--- config.mk ---
export PLATFORM = sky130hd
export DESIGN_NAME = dds_rom_scheduler_flat
export DESIGN_NICKNAME = d
export VERILOG_FILES = /design/src/rtl/dds_pkg.sv /design/src/rtl/dds_rom_scheduler_if.sv /design/src/rtl/dds_phase_acc.sv /design/src/rtl/dds_rom_scheduler.sv /design/src/flat_wrapper.sv
export SDC_FILE = /design/constraint.sdc
export NUM_CORES = 1
export LEC_CHECK = 0
export BUFFER_PORTS_ARGS = -buffer_cell sky130_fd_sc_hd__buf_2
export CAP_MARGIN = 25
export CORE_AREA = 2 2 106 185
export CTS_CLUSTER_DIAMETER = 150
export DETAILED_ROUTE_END_ITERATION = 16
export DIE_AREA = 0 0 108 187
export PLACE_DENSITY = 0.82
export RECOVER_POWER = 100
export SLEW_MARGIN = 20
export SYNTH_ARGS = -nofsm -noshare
export SYNTH_HDL_FRONTEND = slang
export SYNTH_SLANG_ARGS = --single-unit
--- constraint.sdc ---
create_clock -name Clk_100M -period 12.13 [get_ports Clk_100M]
set_clock_uncertainty 0.15 [all_clocks]
set_input_delay 0.6065 -clock Clk_100M [delete_from_list [all_inputs] [get_ports Clk_100M]]
set_output_delay 0.6065 -clock Clk_100M [all_outputs]
set_load 0.02 [all_outputs]
--- src/rtl/dds_pkg.sv ---
// Shared types and defaults for the two-channel DDS ROM scheduler.
// Holds the sequencer state encoding and the channel mix rule.
`timescale 1ns/1ps
package dds_pkg;

  localparam int DDS_PHASE_W = 32;
  localparam int DDS_ADDR_W  = 11;
  localparam logic [7:0] MIDSCALE = 8'd128;

  typedef enum logic [2:0] {
    IDLE,
    RD0,
    WAIT0,
    RD1,
    WAIT1,
    MIX
  } dds_state_t;

  function automatic logic [7:0] dds_mix(
    input logic [1:0] en,
    input logic [7:0] s0,
    input logic [7:0] s1
  );
    logic [8:0] sum;
    logic [7:0] r;
    sum = {1'b0, s0} + {1'b0, s1};
    r = MIDSCALE;
    unique case (1'b1)
      (en == 2'b11): r = sum[8:1];
      (en == 2'b01): r = s0;
      (en == 2'b10): r = s1;
      default:       r = MIDSCALE;
    endcase
    return r;
  endfunction

endpackage

--- src/rtl/dds_rom_scheduler_if.sv ---
// Sine BROM read port shared between the scheduler and the ROM.
// The scheduler is the master; the ROM answers on Rom_data.
`timescale 1ns/1ps
interface dds_rom_scheduler_if
  import dds_pkg::*;
#(
  parameter int ADDR_W = DDS_ADDR_W
);

  logic              Rom_en;
  logic [ADDR_W-1:0] Rom_addr;
  logic [7:0]        Rom_data;

  modport master (
    output Rom_en,
    output Rom_addr,
    input  Rom_data
  );

  modport slave (
    input  Rom_en,
    input  Rom_addr,
    output Rom_data
  );

endinterface

--- src/rtl/dds_phase_acc.sv ---
// One DDS channel: pending tuning word plus phase accumulator.
// A load never disturbs the step that happens on the same edge.
`timescale 1ns/1ps
module dds_phase_acc
  import dds_pkg::*;
#(
  parameter int PHASE_W = DDS_PHASE_W
)(
  input  logic               clk,
  input  logic               reset,
  input  logic               load,
  input  logic [PHASE_W-1:0] ftw_in,
  input  logic               step,
  input  logic               clear,
  output logic [PHASE_W-1:0] acc
);

  logic [PHASE_W-1:0] pending;

  always_ff @(posedge clk or posedge reset) begin
    if (reset) begin
      pending <= '0;
      acc     <= '0;
    end else begin
      if (load)
        pending <= ftw_in;
      if (clear)
        acc <= '0;
      else if (step)
        acc <= acc + pending;
    end
  end

endmodule

--- src/rtl/dds_rom_scheduler.sv ---
// Two-channel DDS: time-shares one sine BROM between two phase
// accumulators and emits one mixed offset-binary sample per period.
`timescale 1ns/1ps
module dds_rom_scheduler
  import dds_pkg::*;
#(
  parameter int SAMPLE_DIV = 16,
  parameter int PHASE_W    = DDS_PHASE_W,
  parameter int ADDR_W     = DDS_ADDR_W,
  parameter int ROM_LAT    = 1
)(
  input  logic                Clk_100M,
  input  logic                Reset,
  input  logic                Enable,
  input  logic [1:0]          Ch_en,
  input  logic [PHASE_W-1:0]  Ftw0,
  input  logic [PHASE_W-1:0]  Ftw1,
  input  logic                Ftw_load,
  dds_rom_scheduler_if.master rom,
  output logic [7:0]          Sample,
  output logic                Sample_valid,
  output logic                Busy
);

  localparam int DW = (SAMPLE_DIV > 1) ? $clog2(SAMPLE_DIV) : 1;
  localparam int LW = (ROM_LAT > 1) ? $clog2(ROM_LAT) : 1;
  localparam logic [DW-1:0] DIV_LAST = DW'(SAMPLE_DIV - 1);
  localparam logic [LW-1:0] LAT_LAST = LW'(ROM_LAT - 1);

  dds_state_t         state;
  logic [LW-1:0]      lat_cnt;
  logic [DW-1:0]      div_cnt;
  logic               en_q;
  logic               tick;
  logic [7:0]         s0;
  logic [7:0]         s1;
  logic [PHASE_W-1:0] acc0;
  logic [PHASE_W-1:0] acc1;
  logic [ADDR_W-1:0]  addr0;
  logic [ADDR_W-1:0]  addr1;
  logic               at_mix;
  logic               unused_acc;

  assign addr0  = acc0[PHASE_W-1 -: ADDR_W];
  assign addr1  = acc1[PHASE_W-1 -: ADDR_W];
  assign at_mix = (state == MIX);
  assign tick   = Enable && (div_cnt == DIV_LAST);
  assign unused_acc = ^{acc0[PHASE_W-ADDR_W-1:0],
                        acc1[PHASE_W-ADDR_W-1:0]};

  dds_phase_acc #(.PHASE_W(PHASE_W)) u_acc0 (
    .clk    (Clk_100M),
    .reset  (Reset),
    .load   (Ftw_load),
    .ftw_in (Ftw0),
    .step   (at_mix && Ch_en[0]),
    .clear  (at_mix && !Ch_en[0]),
    .acc    (acc0)
  );

  dds_phase_acc #(.PHASE_W(PHASE_W)) u_acc1 (
    .clk    (Clk_100M),
    .reset  (Reset),
    .load   (Ftw_load),
    .ftw_in (Ftw1),
    .step   (at_mix && Ch_en[1]),
    .clear  (at_mix && !Ch_en[1]),
    .acc    (acc1)
  );

  // Counting starts the clock after Enable is first seen, so the
  // first tick lands SAMPLE_DIV clocks after Enable rises.
  always_ff @(posedge Clk_100M or posedge Reset) begin
    if (Reset) begin
      en_q    <= 1'b0;
      div_cnt <= '0;
    end else begin
      en_q <= Enable;
      if (!Enable || !en_q || tick)
        div_cnt <= '0;
      else
        div_cnt <= div_cnt + DW'(1);
    end
  end

  always_ff @(posedge Clk_100M or posedge Reset) begin
    if (Reset) begin
      state        <= IDLE;
      lat_cnt      <= '0;
      s0           <= '0;
      s1           <= '0;
      rom.Rom_en   <= 1'b0;
      rom.Rom_addr <= '0;
      Sample       <= MIDSCALE;
      Sample_valid <= 1'b0;
      Busy         <= 1'b0;
    end else begin
      rom.Rom_en   <= 1'b0;
      Sample_valid <= 1'b0;
      unique case (state)
        IDLE: begin
          if (tick) begin
            state        <= RD0;
            rom.Rom_en   <= 1'b1;
            rom.Rom_addr <= addr0;
            Busy         <= 1'b1;
          end
        end
        RD0: begin
          state   <= WAIT0;
          lat_cnt <= '0;
        end
        WAIT0: begin
          if (lat_cnt == LAT_LAST) begin
            s0           <= rom.Rom_data;
            state        <= RD1;
            rom.Rom_en   <= 1'b1;
            rom.Rom_addr <= addr1;
          end else begin
            lat_cnt <= lat_cnt + LW'(1);
          end
        end
        RD1: begin
          state   <= WAIT1;
          lat_cnt <= '0;
        end
        WAIT1: begin
          if (lat_cnt == LAT_LAST) begin
            s1    <= rom.Rom_data;
            state <= MIX;
          end else begin
            lat_cnt <= lat_cnt + LW'(1);
          end
        end
        MIX: begin
          Sample       <= dds_mix(Ch_en, s0, s1);
          Sample_valid <= 1'b1;
          state        <= IDLE;
          Busy         <= 1'b0;
        end
        default: begin
          state <= IDLE;
          Busy  <= 1'b0;
        end
      endcase
    end
  end

endmodule

--- src/flat_wrapper.sv ---
// flat-port wrapper written by rule: the top's interface ports become plain ports
module dds_rom_scheduler_flat import dds_pkg::*;
#(
  parameter int SAMPLE_DIV = 16,
  parameter int PHASE_W    = DDS_PHASE_W,
  parameter int ADDR_W     = DDS_ADDR_W,
  parameter int ROM_LAT    = 1
)
  (Clk_100M, Reset, Enable, Ch_en, Ftw0, Ftw1, Ftw_load, Sample, Sample_valid, Busy, rom_Rom_en, rom_Rom_addr, rom_Rom_data);
  dds_rom_scheduler_if #(.ADDR_W(ADDR_W)) rom_i ();
  input  logic Clk_100M;
  input  logic Reset;
  input  logic Enable;
  input  logic [1:0] Ch_en;
  input  logic [PHASE_W-1:0] Ftw0;
  input  logic [PHASE_W-1:0] Ftw1;
  input  logic Ftw_load;
  output logic [7:0] Sample;
  output logic Sample_valid;
  output logic Busy;
  output wire logic [$bits(rom_i.Rom_en)-1:0] rom_Rom_en;
  output wire logic [$bits(rom_i.Rom_addr)-1:0] rom_Rom_addr;
  input wire logic [$bits(rom_i.Rom_data)-1:0] rom_Rom_data;
  assign rom_Rom_en = rom_i.Rom_en;
  assign rom_Rom_addr = rom_i.Rom_addr;
  assign rom_i.Rom_data = rom_Rom_data;
  dds_rom_scheduler #(.SAMPLE_DIV(SAMPLE_DIV), .PHASE_W(PHASE_W), .ADDR_W(ADDR_W), .ROM_LAT(ROM_LAT)) u_core (.Clk_100M(Clk_100M), .Reset(Reset), .Enable(Enable), .Ch_en(Ch_en), .Ftw0(Ftw0), .Ftw1(Ftw1), .Ftw_load(Ftw_load), .rom(rom_i), .Sample(Sample), .Sample_valid(Sample_valid), .Busy(Busy));
endmodule
==> summary.txt <==
Floorplanning
  – Rows: 67
  – Core area: 18900 um2
  – Starting density of the core: 53.7%
  – Die footprint: 20200 um2
  – Die height: 187 um
  – Die Width: 108 um
  – Number of I/O pins: 100

Min path
  – Hold Path Depth: 1
  – Hold WC Path Type: primary input to flip-flop

Clocking
  – H-tree depth: 4
  – Cts hold-fix bufs: 0
  – Clk_lat worst skew: 0.44 ns
  – Max Buffers Root-to-Sink: 2
  – Root buf cell: clkbuf_16
  – Postcts setup bufs: 0
  – CTS Sinks: 174
  – Post-cts sizing count: 0
  – Clock buffer count from CTS: 17
  – CTS tree: yes
  – Worst-path clk slew: 0.06 ns

Critical path
  – Kind of start point of the critical path: flip-flop
  – Slowest CP cell: clkbuf_1
  – CP bufs+invs: 2
  – Worst Setup End Kind: flip-flop
  – CP Depth: 7
  – Crit-path leading delay family: buffers and inverters
  – WP data required: 12.29 ns
  – Max stage delay on crit path: 2.72 ns
  – Crit-path max FO: 84
  – Crit path cell chain: nand3b_1, clkbuf_1, inv_1, nand2_1, nor4_1, a211o_1, or3_1
  – Type of the worst setup path: flip-flop to flip-flop
  – R2R cell count: 7
  – CP arrival: 6.99 ns

Synthesis
  – Syn_area_per_cell: 10.1 um2
  – Top FF cell, synth: dfrtp_1
  – Sequential-to-total area share from yosys stat: 43.0%
  – Net count after synthesis: 1152
  – Synth cell types: 73
  – #FFs+latches synth: 174
  – Post-synth ARST share: 100%
  – Synth Instances: 1001
  – Synthesis warning total: 0
  – Post-synth EDFFs: 0
  – Cell Area, Synth: 10100 um2

Power and ir drop
  – Logic pwr share: 23.2%
  – Cell Int Power: 0.00106 W
  – VDD IR max: 76.4 uV
  – Sw frac: 30.0%
  – Cell Pwr Density: 134 nW/um2
  – Clock power frac: 34.2%
  – Sequential Power Share: 42.6%
  – Total power: 0.00151 W
  – Pleak: 5.20 nW
  – Psw: 0.000454 W

Detailed routing
  – Drt pass-1 iters: 7
  – Drt total wl: 22900 um
  – DRC Markers: 0
  – Vias: 7874
  – Via density: 5.88
  – Drt first-iter violations: 387
  – Antenna viol nets, final: 0
  – DR WL/cell: 17.1 um

GRT
  – Number of global-route vias before repair: 8129
  – Grt total ovfl: 0
  – Pin count of the biggest net entering global routing: 85
  – First-pass GRT wire length: 38400 um
  – Antenna violations before repair: 2
  – All-layer global routing usage: 23.9%

STA
  – Minimum clock period: 6.83 ns
  – Rel. slew slack: -160%
  – Worst setup margin: 5.30 ns
  – Final TNS setup: 0 ns
  – Fin crit share: 56.3%
  – Maximum clock frequency: 146 MHz
  – RSZ-0062 raised after global routing: no
  – Actual slew at the worst max-slew pin: 3.89 ns
  – Final hold viol count: 0
  – # setup viols final: 0
  – Final Max Slew Viols: 277

Placement
  – RePlAce Congestion: 0.856
  – I/O Buffers: 99
  – Hpwl dp: 16700 um
  – Post-Place Worst Slack: 8.46 ns

Status
  – Status: finished, violations left
  – Failing checks: max-capacitance violations, max-slew violations

Run
  – Max Cap Viol: 4

Finish
  – Area Overhead vs Synth: 11.5%
  – Share of cells above drive strength 1: 18.4%
  – Layout fillers: 1617
  – Fin nets: 1233
## flip-flops by register name, summed over array words and instances (netlist names)
| signal | cells |
|---|---|
| u_core.u_acc1.pending | 32 |
| u_core.div_cnt | 4 |
| u_core.state | 3 |
| u_core.s0 | 8 |
| u_core.rom.Rom_addr | 11 |
| u_core.rom.Rom_en | 1 |
| u_core.Busy | 1 |
| u_core.s1 | 8 |
| u_core.u_acc1.acc | 32 |
| u_core.u_acc0.pending | 32 |
| u_core.Sample_valid | 1 |
| u_core.u_acc0.acc | 32 |
| u_core.en_q | 1 |
| u_core.Sample | 8 |
## routing by layer
metal	vias up	GRT usage (%)	share of wire [%]
met5	-	0	0
met4	0	12.6	4.2
met3	65	3.83	3.6
met2	177	43.1	55
met1	3835	26.2	38
li1	3797	-	-
## cell usage after synthesis, drive strengths merged, types with 6 or more instances
library cell	n	area share (%)
dfrtp	173	43
nand2	106	3.9
o21ai	93	4.6
mux2	77	8.6
ha	70	8.6
a21oi	64	3.2
nor2	43	1.6
clkbuf	37	1.4
a21o	35	2.6
inv	32	1.2
xnor2	27	2.3
xor2	21	1.8
nand3	20	0.99
a211oi	14	1.1
and3	13	0.80
nor2b	12	0.74
or3	12	0.74
mux2i	11	1.1
nor3	11	0.54
o21a	9	0.67
a221oi	8	0.86
o31ai	8	0.59
nand2b	7	0.43
nand3b	7	0.52
o21bai	7	0.52
buf	6	0.43
nand4	6	0.37
nor3b	6	0.49
## worst paths after layout
check                           slack, ns                                 to                         from
worst max-delay path                 5.30  u_core.u_acc1.acc[29]$_DFFE_PP0P_  u_core.state[1]$_DFFE_PP0N_
worst min-delay path                 0.18              u_core.en_q$_DFF_PP0_                       Enable
worst max register to register       5.30  u_core.u_acc1.acc[29]$_DFFE_PP0P_  u_core.state[1]$_DFFE_PP0N_
worst min register to register       0.32        u_core.div_cnt[0]$_DFF_PP0_  u_core.div_cnt[0]$_DFF_PP0_
max in group asynchronous            7.04  u_core.u_acc1.acc[10]$_DFFE_PP0P_                        Reset
min in group asynchronous            0.88       u_core.Sample[3]$_DFFE_PP0P_                        Reset
## power by group through the flow
| stage | combinational (W) | clock [W] | sequential, W |
|---|---|---|---|
| 2_1_floorplan | 0.000280 | 0 | 0.000645 |
| 3_3_place_gp | 0.000341 | 0 | 0.000654 |
| 3_5_place_dp | 0.000350 | 0 | 0.000656 |
| 4_1_cts | 0.000353 | 0.000527 | 0.000645 |
| 5_1_grt | 0.000391 | 0.000550 | 0.000649 |
| 6_report | 0.000351 | 0.000518 | 0.000645 |
## cell type report
type                            instances  area [um2]  area share (%)
Inverter                               32         121            1.07
Clock buffer                           20         437            3.86
Tap cell                              241         302            2.67
Timing Repair Buffer                  105         493            4.36
Antenna cell                            2        5.00          0.0443
Sequential cell                       174        4360            38.5
Clock inverter                         12         114            1.01
Multi-Input combinational cell        752        5480            48.5
## cell families (layout without fill, tap and decap cells)
logic type / Yosys count / count (layout) / synth area share (%)
AOI/OAI and AO/OA: 285 / 285 / 18.8
and+or+nand+nor: 258 / 258 / 12.2
DFF: 174 / 174 / 43.0
muxes: 88 / 88 / 9.64
buffers and inverters: 75 / 169 / 2.99
adders and majority gates: 73 / 73 / 9.23
xor gates and xnor gates: 48 / 48 / 4.15
other: 0 / 2 / 0
## layout by cell type, fill, tap and decap left out, types with 6 or more instances in the layout
master / synthesis / layout
dfrtp_1: 173 / 173
nand2_1: 106 / 106
o21ai_0: 80 / 83
mux2_2: 77 / 77
buf_2: 2 / 76
ha_1: 70 / 70
a21oi_1: 64 / 64
nor2_1: 43 / 43
a21o_1: 34 / 34
inv_1: 32 / 31
clkbuf_1: 37 / 31
xnor2_1: 27 / 27
xor2_1: 21 / 21
nand3_1: 20 / 20
clkbuf_16: 0 / 17
a211oi_1: 13 / 13
and3_1: 13 / 13
nor2b_1: 12 / 12
or3_1: 12 / 12
mux2i_1: 11 / 11
nor3_1: 11 / 11
o21ai_1: 12 / 9
o21a_1: 9 / 9
o31ai_1: 8 / 8
nand3b_1: 7 / 7
a221oi_1: 7 / 7
nand2b_1: 7 / 7
o21bai_1: 7 / 7
nand4_1: 6 / 6
## metrics by stage
step           utilization [%]  hold slack (ns)  instance area, um2  std cells
2_1_floorplan                -            0.282               10100       1001
3_3_place_gp              57.3            0.303               10800       1304
3_5_place_dp              57.3            0.313               10800       1304
4_1_cts                   60.2            0.125               11400       1336
5_1_grt                   59.9            0.176               11300       1338
6_report                  59.9            0.179               11300       1338
No activity file was read; power rests on OpenSTA's default activity.
